File: src/rtl/stream_packetizer.sv
// stream_packetizer: reads NSAMP 16-bit samples from a synchronous buffer and
// frames them for the UART TX as
//   SYNC0, SYNC1, count[15:8], count[7:0], samples (big-endian), CSUM
// over a valid/ready byte interface. CSUM is the mod-256 sum of the count and
// payload bytes; the sync bytes are not included.
module stream_packetizer #(
    parameter int         NSAMP  = 256,
    parameter int         ADDR_W = 8,
    parameter logic [7:0] SYNC0  = 8'hA5,
    parameter logic [7:0] SYNC1  = 8'h5A
) (
    input  logic              clk,
    input  logic              rst,
    input  logic              start,
    output logic              busy,
    output logic              done,
    output logic [ADDR_W-1:0] rd_addr,
    input  logic [15:0]       rd_data,
    output logic [7:0]        tx_data,
    output logic              tx_valid,
    input  logic              tx_ready
);

    // The index is one bit wider than the address so it can reach NSAMP.
    localparam int              IW       = ADDR_W + 1;
    localparam logic [15:0]     COUNT    = 16'(NSAMP);
    localparam logic [IW-1:0]   LAST_IDX = IW'(NSAMP - 1);
    localparam logic [IW-1:0]   IDX_ONE  = IW'(1);

    typedef enum logic [3:0] {
        ST_IDLE  = 4'd0,
        ST_S0    = 4'd1,
        ST_S1    = 4'd2,
        ST_CH    = 4'd3,
        ST_CL    = 4'd4,
        ST_FETCH = 4'd5,
        ST_WAIT  = 4'd6,
        ST_DH    = 4'd7,
        ST_DL    = 4'd8,
        ST_CSUM  = 4'd9,
        ST_DONE  = 4'd10
    } state_t;

    state_t            state_r;
    logic [IW-1:0]     idx_r;
    logic [7:0]        acc_r;
    logic [15:0]       hold_r;
    logic              busy_r;
    logic              done_r;
    logic [ADDR_W-1:0] rd_addr_r;
    logic [7:0]        tx_data_r;
    logic              tx_valid_r;

    logic              xfer_s;
    logic [IW-1:0]     idx_inc_s;

    // Running checksum step: plain 8-bit wrap-around addition.
    function automatic logic [7:0] csum_add(input logic [7:0] acc, input logic [7:0] b);
        csum_add = acc + b;
    endfunction

    assign xfer_s    = tx_valid_r & tx_ready;
    assign idx_inc_s = idx_r + IDX_ONE;

    // Framing FSM: sequences header, sample fetches, payload and checksum bytes.
    always_ff @(posedge clk or negedge rst) begin
        if (!rst) begin
            state_r    <= ST_IDLE;
            idx_r      <= '0;
            acc_r      <= 8'h00;
            hold_r     <= 16'h0000;
            busy_r     <= 1'b0;
            done_r     <= 1'b0;
            rd_addr_r  <= '0;
            tx_data_r  <= 8'h00;
            tx_valid_r <= 1'b0;
        end else begin
            case (state_r)
                ST_IDLE: begin
                    if (start) begin
                        state_r    <= ST_S0;
                        idx_r      <= '0;
                        acc_r      <= 8'h00;
                        busy_r     <= 1'b1;
                        tx_valid_r <= 1'b1;
                        tx_data_r  <= SYNC0;
                    end
                end
                ST_S0: begin
                    if (xfer_s) begin
                        state_r   <= ST_S1;
                        tx_data_r <= SYNC1;
                    end
                end
                ST_S1: begin
                    if (xfer_s) begin
                        state_r   <= ST_CH;
                        tx_data_r <= COUNT[15:8];
                    end
                end
                ST_CH: begin
                    if (xfer_s) begin
                        state_r   <= ST_CL;
                        acc_r     <= csum_add(acc_r, COUNT[15:8]);
                        tx_data_r <= COUNT[7:0];
                    end
                end
                ST_CL: begin
                    if (xfer_s) begin
                        state_r    <= ST_FETCH;
                        acc_r      <= csum_add(acc_r, COUNT[7:0]);
                        tx_valid_r <= 1'b0;
                        rd_addr_r  <= idx_r[ADDR_W-1:0];
                    end
                end
                ST_FETCH: begin
                    // Address is already on rd_addr; the buffer answers next cycle.
                    state_r <= ST_WAIT;
                end
                ST_WAIT: begin
                    state_r    <= ST_DH;
                    hold_r     <= rd_data;
                    tx_valid_r <= 1'b1;
                    tx_data_r  <= rd_data[15:8];
                end
                ST_DH: begin
                    if (xfer_s) begin
                        state_r   <= ST_DL;
                        acc_r     <= csum_add(acc_r, hold_r[15:8]);
                        tx_data_r <= hold_r[7:0];
                    end
                end
                ST_DL: begin
                    if (xfer_s) begin
                        idx_r <= idx_inc_s;
                        acc_r <= csum_add(acc_r, hold_r[7:0]);
                        // Compare the pre-increment index so the last sample
                        // flows straight into the checksum byte.
                        if (idx_r < LAST_IDX) begin
                            state_r    <= ST_FETCH;
                            tx_valid_r <= 1'b0;
                            rd_addr_r  <= idx_inc_s[ADDR_W-1:0];
                        end else begin
                            state_r   <= ST_CSUM;
                            tx_data_r <= csum_add(acc_r, hold_r[7:0]);
                        end
                    end
                end
                ST_CSUM: begin
                    if (xfer_s) begin
                        state_r    <= ST_DONE;
                        tx_valid_r <= 1'b0;
                        busy_r     <= 1'b0;
                        done_r     <= 1'b1;
                    end
                end
                ST_DONE: begin
                    state_r <= ST_IDLE;
                    done_r  <= 1'b0;
                end
                default: begin
                    state_r    <= ST_IDLE;
                    busy_r     <= 1'b0;
                    done_r     <= 1'b0;
                    tx_valid_r <= 1'b0;
                end
            endcase
        end
    end

    assign busy     = busy_r;
    assign done     = done_r;
    assign rd_addr  = rd_addr_r;
    assign tx_data  = tx_data_r;
    assign tx_valid = tx_valid_r;

endmodule

File: config.mk
export PLATFORM = sky130hd
export DESIGN_NAME = stream_packetizer
export DESIGN_NICKNAME = d
export VERILOG_FILES = /design/src/rtl/stream_packetizer.sv
export SDC_FILE = /design/constraint.sdc
export NUM_CORES = 1
export LEC_CHECK = 0
export BUFFER_PORTS_ARGS = -buffer_cell sky130_fd_sc_hd__buf_4
export CORE_MARGIN = 10
export CORE_UTILIZATION = 43
export CTS_CLUSTER_DIAMETER = 60
export DETAILED_ROUTE_END_ITERATION = 8
export GPL_ROUTABILITY_DRIVEN = 0
export GPL_TIMING_DRIVEN = 0
export PLACE_DENSITY = 0.7
export SYNTH_ARGS = -nofsm -noshare
export SYNTH_HDL_FRONTEND = slang
export SYNTH_SLANG_ARGS = --single-unit
export TNS_END_PERCENT = 1
File: constraint.sdc
create_clock -name clk -period 7.5 [get_ports clk]
set_clock_uncertainty 0.2 [all_clocks]
set_input_delay 1.125 -clock clk [delete_from_list [all_inputs] [get_ports clk]]
set_output_delay 1.125 -clock clk [all_outputs]
set_load 0.05 [all_outputs]
==> results of run 1 <==
==> cell families after synthesis <==
kind of cell	count (synthesis)
xor gates and xnor gates	18
muxes	21
and+or+nand+nor	121
DFF	56
AOI/OAI and AO/OA	115
adders and majority gates	18
buffers and inverters	29
==> path summary, 6_finish.rpt <==
check,start,to,cells after the start
worst max-delay path,state_r[0],acc_r[7],12
worst min-delay path,rd_addr[5],rd_addr[5],2
worst max register to register,state_r[0],acc_r[7],12
worst min register to register,rd_addr[5],rd_addr[5],2
max in group asynchronous,rst,tx_data[5],1
min in group asynchronous,rst,rd_addr[0],1
==> cell usage after synthesis (5+ instances only) <==
library cell,instances,area [um2]
o21ai_0,35,175
nor3_1,8,40.0
xor2_1,8,70.1
a21o_1,6,45.0
and3_1,6,37.5
nor2_1,37,139
a21oi_1,21,105
inv_1,8,30.0
a31oi_1,7,43.8
clkbuf_1,12,45.0
and2_1,7,43.8
nand3_1,6,30.0
a211oi_1,5,37.5
dfrtp_1,56,1400
nand2_1,40,150
mux2_2,17,191
ha_1,16,200
xnor2_1,10,87.6
==> layer usage <==
layer  part of all wire, %  track usage, %  vias up
met4                   1.0            3.62        0
li1                      -               -     1452
met5                     0               0        -
met3                   6.4            3.28       10
met2                    48            24.8       75
met1                    44            18.8     1424
==> worst reg2reg max path: stages, from the launching register on <==
cell and delay (ns):
dfrtp_1 0.39, buf_2 0.24, nand2_1 0.13, nor3_1 0.38, clkbuf_1 0.46, and2_1 0.25, ha_1 0.24, a21oi_1 0.24
o211ai_1 0.17, o41ai_1 0.33, xnor2_1 0.14, or4b_1 0.52, nand4_1 0.11
==> metrics by stage <==
stage          power [mW]  std cells  util [%]  cell area [um2]  setup slack (ns)
2_1_floorplan       0.320        378         -             3470              4.42
3_3_place_gp        0.338        518      49.8             3880              3.70
3_5_place_dp        0.339        518      49.8             3880              3.67
4_1_cts             0.513        526      50.9             3980              3.64
5_1_grt             0.528        526      50.9             3980              3.27
6_report            0.509        526      50.9             3980              3.64
==> final cells by class <==
class | count | area (um2)
multi-input cells | 293 | 1950
well taps | 102 | 128
fillers | 749 | 3830
inverters | 9 | 33.8
plain buffers | 20 | 91.3
repair buffers | 38 | 285
flip-flops and latches | 56 | 1400
clock inverters | 2 | 10.0
clock buffers | 6 | 82.6
==> report_power, final <==
part	total [mW]	internal [mW]	leakage (nW)	switching, mW
sequential	0.302	0.302	0.765	0.000223
combinational	0.0299	0.0117	1.06	0.0183
clock	0.177	0.0741	0.0510	0.102
total	0.509	0.388	1.87	0.121
==> state kept, by name, indices dropped and copies added, names as in the netlist <==
register and cells:
state_r 4, done 1, hold_r 16, rd_addr 8, acc_r 8, tx_valid 1, busy 1, tx_data 8
idx_r 9
==> flow_metrics.py, run 1 <==
metrics = {
    "outcome": {
        "outcome": "complete, no violations",
    },
    "grt": {
        "grt_pass1_wl_um": 14500,
        "antenna_found_initial": 0,
        "grt_overflow": 0,
        "grt_max_degree": 57,
        "grt_pass1_vias": 2983,
        "grtUsageTotal_pct": 14.8,
    },
    "synth": {
        "synth_compound_area_share_pct": 21.3,
        "yosys_warnings": 0,
        "ys_seq_area_share_pct": 40.4,
        "syn_inst": 378,
        "synth_flop_cell": "dfrtp_1",
        "synthDistinctLibCells": 59,
        "ys_ff_latch": 56,
        "synth_area_um2": 3470,
        "synthArstFlopShare_pct": 100,
        "synth_top_family_by_area": "compound AO/OA/AOI/OAI gates",
        "synthSimpleGateAreaFrac_pct": 16.6,
        "synthAdderAreaFrac_pct": 6.92,
        "synth_edf_count": 0,
        "synth_mux_area_share_pct": 6.67,
        "syn_avg_cell_area_um2": 9.19,
        "synth_nets": 416,
        "synth-xor-area-share_pct": 4.54,
    },
    "worst_setup_path": {
        "critical-path-top-delay-family": "simple AND/OR/NAND/NOR gates",
        "crit_path_end_kind": "flip-flop",
        "r2r_slack_ns": 3.64,
        "worstPathRequired_ns": 7.56,
        "criticalPathCategory": "flip-flop to flip-flop",
        "slowest_stage": "or4b_1",
        "cp_max_fo": 10,
        "cp_slowest_stage_delay_ns": 0.52,
        "startpoint_type": "flip-flop",
        "critical_path.cell_chain": "buf_2 -> nand2_1 -> nor3_1 -> clkbuf_1 -> and2_1 -> ha_1 -> a21oi_1 -> o211ai_1 -> o41ai_1 -> xnor2_1 -> or4b_1 -> nand4_1",
        "worst-path-buf-inv": 2,
        "crit_arrival_ns": 3.92,
    },
    "cts": {
        "cts_buffer_depth": 2,
        "clock_sinks": 56,
        "post-cts-setup-buffers": 0,
        "cts_resized": 0,
        "cts_tree": "yes",
        "cts-root-buf": "clkbuf_8",
        "htreeDepth": 2,
        "cts.clk_slew.worst_paths_ns": 0.11,
        "clock_latency_ns": 0.32,
        "numCtsBuffers": 5,
        "cts-hold-fix-buffers": 0,
    },
    "sta": {
        "maxSlewViolCount": 0,
        "fin_setup_tns_ns": 0,
        "rsz0062_at_grt": "false",
        "timing.final.crit_period_ns": 3.86,
        "slew_headroom_pct": 51.5,
        "hold_violations": 0,
        "finalCritPeriodShare_pct": 51.5,
        "whs_ns": 0.289,
        "worst_slew_pin_slew_ns": 0.728,
        "setup_viol": 0,
        "fmax_mhz": 259,
    },
    "die": {
        "std_cell_rows": 32,
        "num_io_pins": 39,
        "die_w_um": 110,
        "die-area_um2": 12100,
        "core_region_area_um2": 7810,
        "die_h_um": 110,
        "start_util_pct": 44.5,
    },
    "routing": {
        "dr.pass1.iters": 6,
        "drc": 0,
        "postRouteWirelength_um": 8630,
        "drt_iter0_drc": 258,
        "vias_per_cell": 5.63,
        "ant_nets": 0,
        "vias": 2961,
        "wl_per_cell_um": 16.4,
    },
    "place": {
        "port-buffer-count": 38,
        "hpwl_um": 6360,
    },
    "pwr": {
        "leakagePower_nw": 1.87,
        "power_density_nw_per_um2": 128,
        "ir_worst_vdd_mv": 0.111,
    },
    "final_layout": {
        "layout_commonest_cell": "dfrtp_1",
        "fin_nets": 461,
        "syn2layout_area_growth_pct": 14.6,
        "antenna_cells": 0,
        "drive_gt1_share_pct": 18.9,
        "final_cell_mix": "56 x dfrtp_1, 40 x nand2_1, 39 x buf_4",
    },
    "worst_hold_path": {
        "hold_class": "flip-flop to flip-flop",
    },
    "job": {
        "drv_cap": 0,
    },
}
No activity file was read; power rests on OpenSTA's default activity.
==> run 2, diff against run 1 <==
--- a/config.mk
+++ b/config.mk
@@ -12,7 +12,7 @@
 export DETAILED_ROUTE_END_ITERATION = 8
 export GPL_ROUTABILITY_DRIVEN = 0
 export GPL_TIMING_DRIVEN = 0
-export PLACE_DENSITY = 0.7
+export PLACE_DENSITY = 0.72
 export SYNTH_ARGS = -nofsm -noshare
 export SYNTH_HDL_FRONTEND = slang
 export SYNTH_SLANG_ARGS = --single-unit
==> constraint.sdc (replaced) <==
create_clock -name clk -period 3.4 [get_ports clk]
set_clock_uncertainty 0.2 [all_clocks]
set_input_delay 0.51 -clock clk [delete_from_list [all_inputs] [get_ports clk]]
set_output_delay 0.51 -clock clk [all_outputs]
set_load 0.05 [all_outputs]
==> run 2 against run 1 <==
Maximum frequency is 22% higher. Largest power group unchanged. Critical path type unchanged. Global-route usage is 0.12 points higher. Die area stayed put. Power is 140% higher. Critical endpoint unchanged. Sequential cell count stayed put. Non-clock buffer count is 2 higher.
==> flow_metrics.py, run 2 (synthesis results as in run 1) <==
metrics = {
    "final_layout": {
        "drive_gt1_share_pct": 20.7,
        "syn2layout_area_growth_pct": 17.3,
        "largest_register_ffs": 16,
        "largest_registers": "hold_r: 16 flops, idx_r: 9 flops",
        "layout.cells.non_filler": 528,
        "final_cell_mix": "56 x dfrtp_1, 41 x buf_4, 39 x nand2_1",
        "max_flop_register": "hold_r",
        "fin_nets": 463,
        "antenna_cells": 0,
        "layout_commonest_cell": "dfrtp_1",
        "final_core_util_pct": 52.1,
        "fin_area_um2": 4070,
    },
    "place": {
        "port-buffer-count": 38,
        "place_ws_ns": -0.477,
        "dp_cells": 518,
        "hpwl_um": 6420,
        "placed_area_um2": 3880,
    },
    "routing": {
        "ant_nets": 0,
        "dr.pass1.iters": 4,
        "drc": 0,
        "vias": 2992,
        "drt_iter0_drc": 186,
        "postRouteWirelength_um": 8700,
        "wl_per_cell_um": 16.5,
        "vias_per_cell": 5.67,
    },
    "pwr": {
        "leakagePower_nw": 1.93,
        "power.share.sequential_pct": 54.8,
        "comb_power_share_pct": 5.5,
        "clockPowerShare_pct": 39.6,
        "swShare_pct": 21.6,
        "finalPower_mw": 1.22,
        "ir_worst_vdd_mv": 0.186,
        "switchingPower_uw": 263,
        "p_int_uw": 953,
        "power_density_nw_per_um2": 299,
    },
    "sta": {
        "fmax_mhz": 316,
        "whs_ns": 0.0344,
        "slew_headroom_pct": 52.0,
        "rsz0062_at_grt": "false",
        "hold_violations": 0,
        "layout_setup_ws_ns": 0.231,
        "finalCritPeriodShare_pct": 93.2,
        "timing.final.crit_period_ns": 3.17,
        "fin_setup_tns_ns": 0,
        "setup_viol": 0,
        "maxSlewViolCount": 0,
        "worst_slew_pin_slew_ns": 0.720,
    },
    "die": {
        "die_w_um": 110,
        "die_h_um": 110,
        "std_cell_rows": 32,
        "start_util_pct": 44.5,
        "die-area_um2": 12100,
        "core_region_area_um2": 7810,
        "num_io_pins": 39,
    },
    "grt": {
        "grt_overflow": 0,
        "grt_pass1_vias": 3019,
        "grt_max_degree": 57,
        "grtUsageTotal_pct": 14.9,
        "grt_pass1_wl_um": 14600,
        "antenna_found_initial": 0,
    },
    "outcome": {
        "outcome": "complete, no violations",
    },
    "cts": {
        "cts.clk_slew.worst_paths_ns": 0.10,
        "cts-root-buf": "clkbuf_8",
        "htreeDepth": 2,
        "cts_buffer_depth": 2,
        "numCtsBuffers": 5,
        "clock_sinks": 56,
        "clock_latency_ns": 0.31,
        "cts_tree": "yes",
        "cts-hold-fix-buffers": 0,
    },
    "worst_setup_path": {
        "slowest_stage": "or4b_1",
        "crit_arrival_ns": 3.22,
        "cp_slowest_stage_delay_ns": 0.51,
        "cp_max_fo": 10,
        "critical_path.cell_chain": "buf_6 -> nand2_2 -> nor3_4 -> buf_8 -> and2_4 -> ha_1 -> a21oi_2 -> o211ai_1 -> o41ai_2 -> xnor2_1 -> or4b_1 -> nand4_1",
        "crit_path_end_kind": "flip-flop",
        "worstPathRequired_ns": 3.45,
        "startpoint_type": "flip-flop",
        "criticalPathCategory": "flip-flop to flip-flop",
    },
    "job": {
        "drv_cap": 0,
    },
    "worst_hold_path": {
        "hold_class": "input port to async pin",
    },
}
## run 2: routing by layer
| layer | up-vias | track usage (%) | share of wire (%) |
|---|---|---|---|
| met1 | 1432 | 18.6 | 44 |
| met5 | - | 0 | 0 |
| met2 | 87 | 24.9 | 48 |
| li1 | 1462 | - | - |
| met4 | 0 | 4.18 | 1.2 |
| met3 | 11 | 3.74 | 6.6 |
## run 2: power groups by stage
stage	Sequential, mW	Combinational, mW	Clock, mW
global placement	0.680	0.0657	0
global route	0.667	0.0748	0.518
CTS	0.667	0.0671	0.497
detailed placement	0.680	0.0668	0
floorplan	0.680	0.0259	0
finish	0.667	0.0670	0.482
## run 2: cell type report
class,instances,area [um2]
buffer,20,109
clock buffer,7,96.3
clock inverter,1,30.0
fill,720,3740
inverter,9,33.8
multi-input combinational,293,1970
sequential,56,1400
tap,102,128
timing repair buffer,40,300
## run 2: path summary, 6_finish.rpt
kind	slack, ns	cells past startpoint	end	from
setup / recovery	0.23	12	acc_r[7]	state_r[0]
min in group clk	0.22	2	hold_r[4]	rd_data[4]
hold reg to reg	0.29	2	rd_addr[5]	rd_addr[5]
max in group asynchronous	2.48	1	state_r[1]	rst
hold / removal	0.03	1	rd_addr[1]	rst
setup reg to reg	0.23	12	acc_r[7]	state_r[0]
## run 2: worst max-delay path: cells and delay by family, from the launching register on
family          cells  cell delay [ns]
compound gates      3             0.69
fa+ha+maj           1             0.23
flops               1             0.40
simple gates        5             1.12
buf+inv             2             0.33
xor+xnor            1             0.14
## run 2: repair_timing
item                                   CTS  global route
resized for setup                        7             6
setup endpoints to repair                3             2
gates cloned                             0             0
buffers inserted                         0             2
pin swaps                                0             5
endpoints found under the hold margin    0             0
